[config.mk]
export PLATFORM = sky130hd
export DESIGN_NAME = load_store_unit_flat
export DESIGN_NICKNAME = d
export VERILOG_FILES = /design/src/rtl/load_store_unit_if.sv /design/src/rtl/load_store_unit.sv /design/src/flat_wrapper.sv
export SDC_FILE = /design/constraint.sdc
export NUM_CORES = 1
export LEC_CHECK = 0
export CAP_MARGIN = 5
export CORE_MARGIN = 3
export CORE_UTILIZATION = 40
export DETAILED_ROUTE_END_ITERATION = 10
export GPL_ROUTABILITY_DRIVEN = 1
export MAX_ROUTING_LAYER = met4
export PLACE_DENSITY_LB_ADDON = 0.3
export RECOVER_POWER = 100
export SLEW_MARGIN = 20
export SYNTH_ARGS = -nofsm -noshare
export SYNTH_HDL_FRONTEND = slang
export SYNTH_SLANG_ARGS = --single-unit
[constraint.sdc]
create_clock -name CLK -period 5 [get_ports CLK]
set_input_delay 0.5 -clock CLK [delete_from_list [all_inputs] [get_ports CLK]]
set_output_delay 0.5 -clock CLK [all_outputs]
set_load 0.1 [all_outputs]
[src/rtl/load_store_unit_if.sv]
// Pipeline request/response and data-memory port bundle for load_store_unit.
// slave is the LSU side; master is the pipeline/memory side that drives it.
interface load_store_unit_if;
  logic        req_valid;
  logic        req_ready;
  logic        req_we;
  logic [2:0]  req_funct3;
  logic [31:0] req_addr;
  logic [31:0] req_wdata;
  logic        resp_valid;
  logic [31:0] resp_rdata;
  logic        resp_fault;
  logic [31:0] mem_A;
  logic [31:0] mem_WD;
  logic        mem_WE;
  logic [31:0] mem_RD;

  modport slave (
    input  req_valid, req_we, req_funct3, req_addr, req_wdata, mem_RD,
    output req_ready, resp_valid, resp_rdata, resp_fault, mem_A, mem_WD, mem_WE
  );

  modport master (
    output req_valid, req_we, req_funct3, req_addr, req_wdata, mem_RD,
    input  req_ready, resp_valid, resp_rdata, resp_fault, mem_A, mem_WD, mem_WE
  );
endinterface

[src/rtl/load_store_unit.sv]
// MEM-stage load/store controller: word accesses, sub-word extract/extend, RMW stores.
// Optional macro LSU_ALIGN_CHECK_EN enables misaligned-access faults.
module load_store_unit (
  input  logic             CLK,
  input  logic             RST,
  load_store_unit_if.slave lsu
);

  localparam logic [2:0] ST_IDLE   = 3'd0;
  localparam logic [2:0] ST_LD     = 3'd1;
  localparam logic [2:0] ST_RMW_RD = 3'd2;
  localparam logic [2:0] ST_WR     = 3'd3;
  localparam logic [2:0] ST_RESP   = 3'd4;

  localparam logic [2:0] F3_B  = 3'd0;
  localparam logic [2:0] F3_H  = 3'd1;
  localparam logic [2:0] F3_W  = 3'd2;
  localparam logic [2:0] F3_BU = 3'd4;
  localparam logic [2:0] F3_HU = 3'd5;

  logic [2:0]  state_r;
  logic [2:0]  funct3_r;
  logic [31:0] addr_r;
  logic [31:0] wdata_r;
  logic [31:0] merge_r;
  logic [31:0] resp_rdata_r;
  logic        resp_fault_r;
  logic        illegal_s;
  logic        misalign_s;
  logic        fault_s;

  function automatic logic [7:0] pick_byte(input logic [31:0] w, input logic [1:0] lane);
    case (lane)
      2'd0:    pick_byte = w[7:0];
      2'd1:    pick_byte = w[15:8];
      2'd2:    pick_byte = w[23:16];
      default: pick_byte = w[31:24];
    endcase
  endfunction

  // Halfword lane uses addr[1] only, so addr[0] is effectively forced to zero.
  function automatic logic [31:0] load_extract(input logic [2:0] f3, input logic [1:0] lane,
                                               input logic [31:0] w);
    logic [7:0]  b;
    logic [15:0] h;
    b = pick_byte(w, lane);
    h = lane[1] ? w[31:16] : w[15:0];
    case (f3)
      F3_B:    load_extract = {{24{b[7]}}, b};
      F3_H:    load_extract = {{16{h[15]}}, h};
      F3_W:    load_extract = w;
      F3_BU:   load_extract = {24'h000000, b};
      F3_HU:   load_extract = {16'h0000, h};
      default: load_extract = 32'h0000_0000;
    endcase
  endfunction

  function automatic logic [31:0] store_merge(input logic [2:0] f3, input logic [1:0] lane,
                                              input logic [31:0] w, input logic [31:0] d);
    logic [31:0] m;
    m = w;
    case (f3)
      F3_B: begin
        case (lane)
          2'd0:    m[7:0]   = d[7:0];
          2'd1:    m[15:8]  = d[7:0];
          2'd2:    m[23:16] = d[7:0];
          default: m[31:24] = d[7:0];
        endcase
      end
      F3_H: begin
        if (lane[1]) begin
          m[31:16] = d[15:0];
        end else begin
          m[15:0] = d[15:0];
        end
      end
      default: m = d;
    endcase
    return m;
  endfunction

  // Illegal funct3 decode for the request presented in IDLE.
  always_comb begin
    illegal_s = 1'b0;
    if (lsu.req_we) begin
      illegal_s = (lsu.req_funct3 > 3'd2);
    end else begin
      case (lsu.req_funct3)
        F3_B, F3_H, F3_W, F3_BU, F3_HU: illegal_s = 1'b0;
        default:                        illegal_s = 1'b1;
      endcase
    end
  end

`ifdef LSU_ALIGN_CHECK_EN
  // Misalignment decode; store codes SH/SW share the LH/LW encodings.
  always_comb begin
    misalign_s = 1'b0;
    case (lsu.req_funct3)
      F3_H, F3_HU: misalign_s = lsu.req_addr[0];
      F3_W:        misalign_s = |lsu.req_addr[1:0];
      default:     misalign_s = 1'b0;
    endcase
  end
`else
  // No alignment checking in this build.
  always_comb begin
    misalign_s = 1'b0;
  end
`endif

  assign fault_s = illegal_s | misalign_s;

  // Control FSM with request latches, merge register and response registers.
  always_ff @(posedge CLK or posedge RST) begin
    if (RST) begin
      state_r      <= ST_IDLE;
      funct3_r     <= 3'd0;
      addr_r       <= 32'h0000_0000;
      wdata_r      <= 32'h0000_0000;
      merge_r      <= 32'h0000_0000;
      resp_rdata_r <= 32'h0000_0000;
      resp_fault_r <= 1'b0;
    end else begin
      case (state_r)
        ST_IDLE: begin
          if (lsu.req_valid) begin
            funct3_r <= lsu.req_funct3;
            addr_r   <= lsu.req_addr;
            wdata_r  <= lsu.req_wdata;
            if (fault_s) begin
              resp_rdata_r <= 32'h0000_0000;
              resp_fault_r <= 1'b1;
              state_r      <= ST_RESP;
            end else if (!lsu.req_we) begin
              state_r <= ST_LD;
            end else if (lsu.req_funct3 == F3_W) begin
              state_r <= ST_WR;
            end else begin
              state_r <= ST_RMW_RD;
            end
          end
        end
        ST_LD: begin
          resp_rdata_r <= load_extract(funct3_r, addr_r[1:0], lsu.mem_RD);
          resp_fault_r <= 1'b0;
          state_r      <= ST_RESP;
        end
        ST_RMW_RD: begin
          merge_r <= store_merge(funct3_r, addr_r[1:0], lsu.mem_RD, wdata_r);
          state_r <= ST_WR;
        end
        ST_WR: begin
          resp_rdata_r <= 32'h0000_0000;
          resp_fault_r <= 1'b0;
          state_r      <= ST_RESP;
        end
        ST_RESP: begin
          state_r <= ST_IDLE;
        end
        default: begin
          state_r <= ST_IDLE;
        end
      endcase
    end
  end

  // Port outputs decoded purely from registered state so mem_WE cannot glitch.
  always_comb begin
    lsu.req_ready  = (state_r == ST_IDLE);
    lsu.resp_valid = (state_r == ST_RESP);
    lsu.resp_rdata = resp_rdata_r;
    lsu.resp_fault = resp_fault_r;
    lsu.mem_WE     = (state_r == ST_WR);
    if ((state_r == ST_LD) || (state_r == ST_RMW_RD) || (state_r == ST_WR)) begin
      lsu.mem_A = {addr_r[31:2], 2'b00};
    end else begin
      lsu.mem_A = 32'h0000_0000;
    end
    if (state_r == ST_WR) begin
      lsu.mem_WD = (funct3_r == F3_W) ? wdata_r : merge_r;
    end else begin
      lsu.mem_WD = 32'h0000_0000;
    end
  end

endmodule

[src/flat_wrapper.sv]
// flat-port wrapper written by rule: the top's interface ports become plain ports
module load_store_unit_flat 
  (CLK, RST, lsu_req_valid, lsu_req_we, lsu_req_funct3, lsu_req_addr, lsu_req_wdata, lsu_mem_RD, lsu_req_ready, lsu_resp_valid, lsu_resp_rdata, lsu_resp_fault, lsu_mem_A, lsu_mem_WD, lsu_mem_WE);
  load_store_unit_if lsu_i ();
  input  logic CLK;
  input  logic RST;
  input wire logic [$bits(lsu_i.req_valid)-1:0] lsu_req_valid;
  input wire logic [$bits(lsu_i.req_we)-1:0] lsu_req_we;
  input wire logic [$bits(lsu_i.req_funct3)-1:0] lsu_req_funct3;
  input wire logic [$bits(lsu_i.req_addr)-1:0] lsu_req_addr;
  input wire logic [$bits(lsu_i.req_wdata)-1:0] lsu_req_wdata;
  input wire logic [$bits(lsu_i.mem_RD)-1:0] lsu_mem_RD;
  output wire logic [$bits(lsu_i.req_ready)-1:0] lsu_req_ready;
  output wire logic [$bits(lsu_i.resp_valid)-1:0] lsu_resp_valid;
  output wire logic [$bits(lsu_i.resp_rdata)-1:0] lsu_resp_rdata;
  output wire logic [$bits(lsu_i.resp_fault)-1:0] lsu_resp_fault;
  output wire logic [$bits(lsu_i.mem_A)-1:0] lsu_mem_A;
  output wire logic [$bits(lsu_i.mem_WD)-1:0] lsu_mem_WD;
  output wire logic [$bits(lsu_i.mem_WE)-1:0] lsu_mem_WE;
  assign lsu_i.req_valid = lsu_req_valid;
  assign lsu_i.req_we = lsu_req_we;
  assign lsu_i.req_funct3 = lsu_req_funct3;
  assign lsu_i.req_addr = lsu_req_addr;
  assign lsu_i.req_wdata = lsu_req_wdata;
  assign lsu_i.mem_RD = lsu_mem_RD;
  assign lsu_req_ready = lsu_i.req_ready;
  assign lsu_resp_valid = lsu_i.resp_valid;
  assign lsu_resp_rdata = lsu_i.resp_rdata;
  assign lsu_resp_fault = lsu_i.resp_fault;
  assign lsu_mem_A = lsu_i.mem_A;
  assign lsu_mem_WD = lsu_i.mem_WD;
  assign lsu_mem_WE = lsu_i.mem_WE;
  load_store_unit u_core (.CLK(CLK), .RST(RST), .lsu(lsu_i));
endmodule
== Word level (Yosys, flattened, before mapping) ==
Index checks and enable logic that the tools add are counted.
Word-level totals
  register bits after elaboration: 135
  word-level logic and storage cells: 64
  output and inout port bits: 100
Cells by class
  magnitude comparators: 1
  equal/unequal tests: 16
  reductions and logical operators: 14
  multiplexer cells: 26
Operators with widths (count)
  32-bit 2-to-1 mux: 5
  32-bit one-hot mux with 5 select lines: 1
  32-bit one-hot mux with 3 select lines: 1
  32-bit one-hot mux with 2 select lines: 1
  16-bit 2-to-1 mux: 3
  8-bit 2-to-1 mux: 4
  8-bit one-hot mux with 3 select lines: 1
  3-bit equality test (second input constant): 5
  3-bit by 2-bit equality test with 1-bit output (second input constant): 4
  3-bit by 1-bit equality test with 1-bit output (second input constant): 3
  3-bit logical NOT: 3
  3-bit 2-to-1 mux: 3
  3-bit one-hot mux with 3 select lines: 1
  3-bit AND reduction: 2
  1-bit 2-to-1 mux: 5
  5-bit OR reduction: 1
  3-bit by 2-bit > comparator with 1-bit output (second input constant): 1
  3-bit nonzero test: 1
  3-bit OR reduction: 1
  2-bit by 1-bit equality test with 1-bit output (second input constant): 1
  2-bit equality test (second input constant): 1
  2-bit logical NOT: 1
  1-bit logical OR: 2
  2-bit by 1-bit inequality test with 1-bit output (second input constant): 1
  other kinds (5): 5

== Depth between registers and ports, before layout ==
  word-level depth: 7
  gate-level depth with buffers: 8
  mapped depth without buffers: 4

== Worst setup path before layout ==
No wires, ideal clock.
  path kind: register to output
  from: reg u_core.funct3_r[0]
  to: out lsu_mem_WD[11]
  path buffers: 3
  arrival time: 2.688 ns
  required time: 4.500 ns
  path slack: 1.812 ns
  cell stages (with the launch flop): 7
  cell sequence: dfrtp_1 buf_2 nor3b_2 buf_2 buf_2 nand2_1 a21oi_1
Between the ends
  cells in the longest elaborated chain, start to end: 3
Ends and longest elaborated chain
  start: declaration: RTL line load_store_unit.sv:22  | logic [2:0] funct3_r;
  start signal: assignment: RTL line load_store_unit.sv:129  | funct3_r <= lsu.req_funct3;
  3-bit by 2-bit equality test with 1-bit output: RTL line load_store_unit.sv:182  | lsu.mem_WD = (funct3_r == F3_W) ? wdata_r : merge_r;
  32-bit 2-to-1 mux: RTL line load_store_unit.sv:182
  32-bit 2-to-1 mux: RTL line load_store_unit.sv:181  | if (state_r == ST_WR) begin
  end: declaration: RTL line flat_wrapper.sv:18  | output wire logic [$bits(lsu_i.mem_WD)-1:0] lsu_mem_WD;
No other way between the ends.

== Worst setup path in the final report ==
  from: reg u_core.funct3_r[0]
  to: out lsu_mem_WD[30]
Same word-level chain as after synthesis.

==> metrics.md <==
| Metric | Value |
|---|---|
| CP arrival | `3450 ps` |
| TritonCTS Buffers | `17` |
| Worst reg2reg path startpoint | `u_core.state_r[0]` |
| HP Start | `u_core.lsu.resp_rdata[21]` |
| Worst Hold Class | `reg2reg` |
| Initial Util | `41.5%` |
| Antenna violations before repair | `1` |
| First-pass GRT wire length | `34.3 mm` |
| Clk_lat worst skew | `420 ps` |
| Antenna Nets Post-Route | `0` |
| Die Wd | `138 um` |
| Reg-to-reg endpoint | `u_core.wdata_r[9]` |
| Vias per Instance | `5.64` |
| Port bufs | `200` |
| Clk root buf | `clkbuf_16` |
| CTS Hold Buffers Added | `0` |
| Clock buffer depth | `2` |
| FP Rows | `47` |
| Vias in the first global route | `6219` |
| Distinct cells, synth | `44` |
| Die Area | `19100 um2` |
| Largest net degree at the start of global routing | `136` |
| Routed len/inst | `20.4 um` |
| Static Leakage | `4.22 nW` |
| VDD IR max | `0.000431 V` |
| Tot GR Track Use | `23.4%` |
| Synth Warn # | `0` |
| Worst-margin pin slew | `3360 ps` |
| Core Util, Final | `57.3%` |
| Final hold vios | `0` |
| Fin Clk Skew | `8.38 ps` |
| Clock sink count | `135` |
| TritonRoute pass-1 iters | `6` |
| RSZ-0062 raised after global routing | `false` |
| Critical path launch point | `u_core.funct3_r[0]` |
| Area grow syn2layout | `38.3%` |
| Top Ports | `203` |
| # Post-CTS Setup Buffers | `0` |
| Status | `finished with violations` |
| Final worst path period share | `79.0%` |
| Core ar. | `16800 um2` |
| Cells after DPL | `1046` |
| Power Density | `738 nW/um2` |
| Final setup viols | `0` |
| CP Launch Type | `register` |
| CP endpoint kind | `output pin` |
| Post-route setup slack | `1050 ps` |
| Initial DRC Count | `585` |
| R2R setup slack | `1410 ps` |
| R2R depth | `4` |
| Final GP Congestion | `0.912` |
| Layout Cells excl Fill | `1079` |
| Sequential share of the synthesized area | `48.4%` |
| GR Overflow Total | `0` |
| Post-Synthesis Cell Area | `6970 um2` |
| Mapped Cells | `674` |
| DRC Markers | `0` |
| Clock transition at path regs | `60 ps` |
| PostCTS Resize Cnt | `0` |
| Critical Path RT | `4500 ps` |
| CP Max Fanout | `32` |
| DP HPWL | `15.5 mm` |
| H-Tree Depth | `4` |
| Failing checks | `max-capacitance violations, max-slew violations` |
| Smallest hold slack | `471 ps` |
| Mean post-synth cell area | `10.3 um2` |
| Cell area after layout | `9640 um2` |
| Placed inst area | `9060 um2` |
| Yosys reg bits | `135` |
| Place WS | `1540 ps` |
| Layout net count | `948` |
| Crit Path Class | `reg2out` |
| F_max | `0.253 GHz` |
| TritonCTS clock tree | `yes` |
| Proportion of layout cells with a drive suffix above 1 | `16.3%` |
| Sum Neg Setup Slack | `0 ps` |
| Hold worst-path end | `u_core.lsu.resp_rdata[21]` |
| Max-cap violations | `4` |
| Minimum clock period | `3950 ps` |
| Vias | `6081` |
| Pwr Total | `7.12 mW` |
| Slew HR | `-124%` |
| Final Max Slew Viols | `186` |
| Die Height | `138 um` |
| Drt total wl | `22.0 mm` |
| Hold path cells | `2` |
layout make-up:
class | instances | area [um2]
clock buffers | 18 | 439
well taps | 220 | 275
clock inverters | 14 | 199
repair buffers | 210 | 2070
flip-flops and latches | 135 | 3380
fillers | 1508 | 7170
multi-input cells | 474 | 3250
inverters | 7 | 27.5
diodes | 1 | 2.50
cells by family (layout without fill, tap and decap cells):
| logic type | Yosys count | in the layout | share of synthesized area, % |
|---|---|---|---|
| buffers and inverters | 66 | 249 | 4.59 |
| multiplexers | 100 | 100 | 17.3 |
| AND/OR/NAND/NOR | 189 | 189 | 12.8 |
| other | 1 | 3 | 0.0538 |
| AO/OA/AOI/OAI | 183 | 183 | 16.8 |
| flip-flops | 135 | 135 | 48.4 |
registers in the layout, indices dropped and copies added, names as in the netlist:
signal	count
u_core.addr_r	32
u_core.lsu.resp_rdata	32
u_core.wdata_r	32
u_core.merge_r	32
u_core.funct3_r	3
u_core.lsu.resp_fault	1
u_core.state_r	3
placed cells by master (no fill, tap or decap), types with 3 or more instances in the layout:
cell type,synthesis,routed
a21oi_1,57,57
a221oi_1,7,7
a222oi_1,16,16
a22oi_1,31,31
and2_1,33,31
buf_4,5,7
bufinv_16,0,4
clkbuf_16,0,17
clkdlybuf4s50_1,0,99
clkinv_4,0,5
dfrtp_1,135,135
dlygate4sd3_1,0,101
inv_1,7,6
mux2_2,84,84
mux2i_1,8,8
mux4_2,8,8
nand2_1,119,119
nand2b_1,3,3
nor2_1,16,16
nor3_1,3,4
o211ai_1,8,8
o21a_1,3,3
o21ai_0,36,51
o21ai_1,17,3
critical path, cell delays in order, from the launching register on:
cell and delay, ps:
dfrtp_1 570, nor2_1 90, nand2_1 780, nand2_1 130, a21oi_1 200, dlygate4sd3_1 1250
cell usage after synthesis (all sizes together):
master  instances  area (um2)
a41oi           2        17.5
o211ai          8        60.1
a211oi          1        7.51
buf            34         200
dfrtp         135        3380
a221oi          7        61.3
and3b           1        8.76
and2           33         206
mux2i           8        80.1
mux2           84         946
nor3            5        35.0
inv             7        26.3
conb            1        3.75
and3            1        6.26
nand2b          4        32.5
nor4            1        12.5
a222oi         16         160
clkbuf         25        93.8
a31oi           1        6.26
o21a            3        22.5
a22oi          31         233
nand3b          2        27.5
nor2           16        60.1
a21o            1        7.51
or2             1        6.26
mux4            8         180
a22o            1        17.5
nand2         119         447
or3b            1        8.76
nand3           1        5.00
nor3b           3        32.5
a221o           1        10.0
nor2b           1        6.26
o21ai          54         282
a21oi          57         285
metal layers:
layer / vias to the layer above / routed length (um) / share of wire (%) / GRT usage, %
li1: 2764 / - / - / -
met1: 3003 / 9110 / 41 / 29.6
met2: 280 / 10200 / 46 / 36.4
met3: 34 / 2270 / 10 / 7.87
met4: 0 / 395 / 1.8 / 6.14
met5: - / 0 / 0 / -
power breakdown:
group,total [mW],switching (mW),internal [mW]
Sequential,2.12,0.514,1.61
Clock,1.35,0.499,0.853
Combinational,3.64,2.49,1.15
Total,7.12,3.50,3.61
worst max path at each step:
stage / slack, ps / depth (start not counted) / to
3_5_place_dp: 1540 / 5 / lsu_mem_WD[31]
3_3_place_gp: 1570 / 5 / lsu_mem_WD[28]
5_1_grt: 600 / 3 / u_core.merge_r[4]
2_1_floorplan: 890 / 1 / u_core.addr_r[0]
4_1_cts: 1060 / 5 / lsu_mem_WD[30]
6_report: 1050 / 5 / lsu_mem_WD[30]
Note: power is estimated with default switching activity, not from simulation.
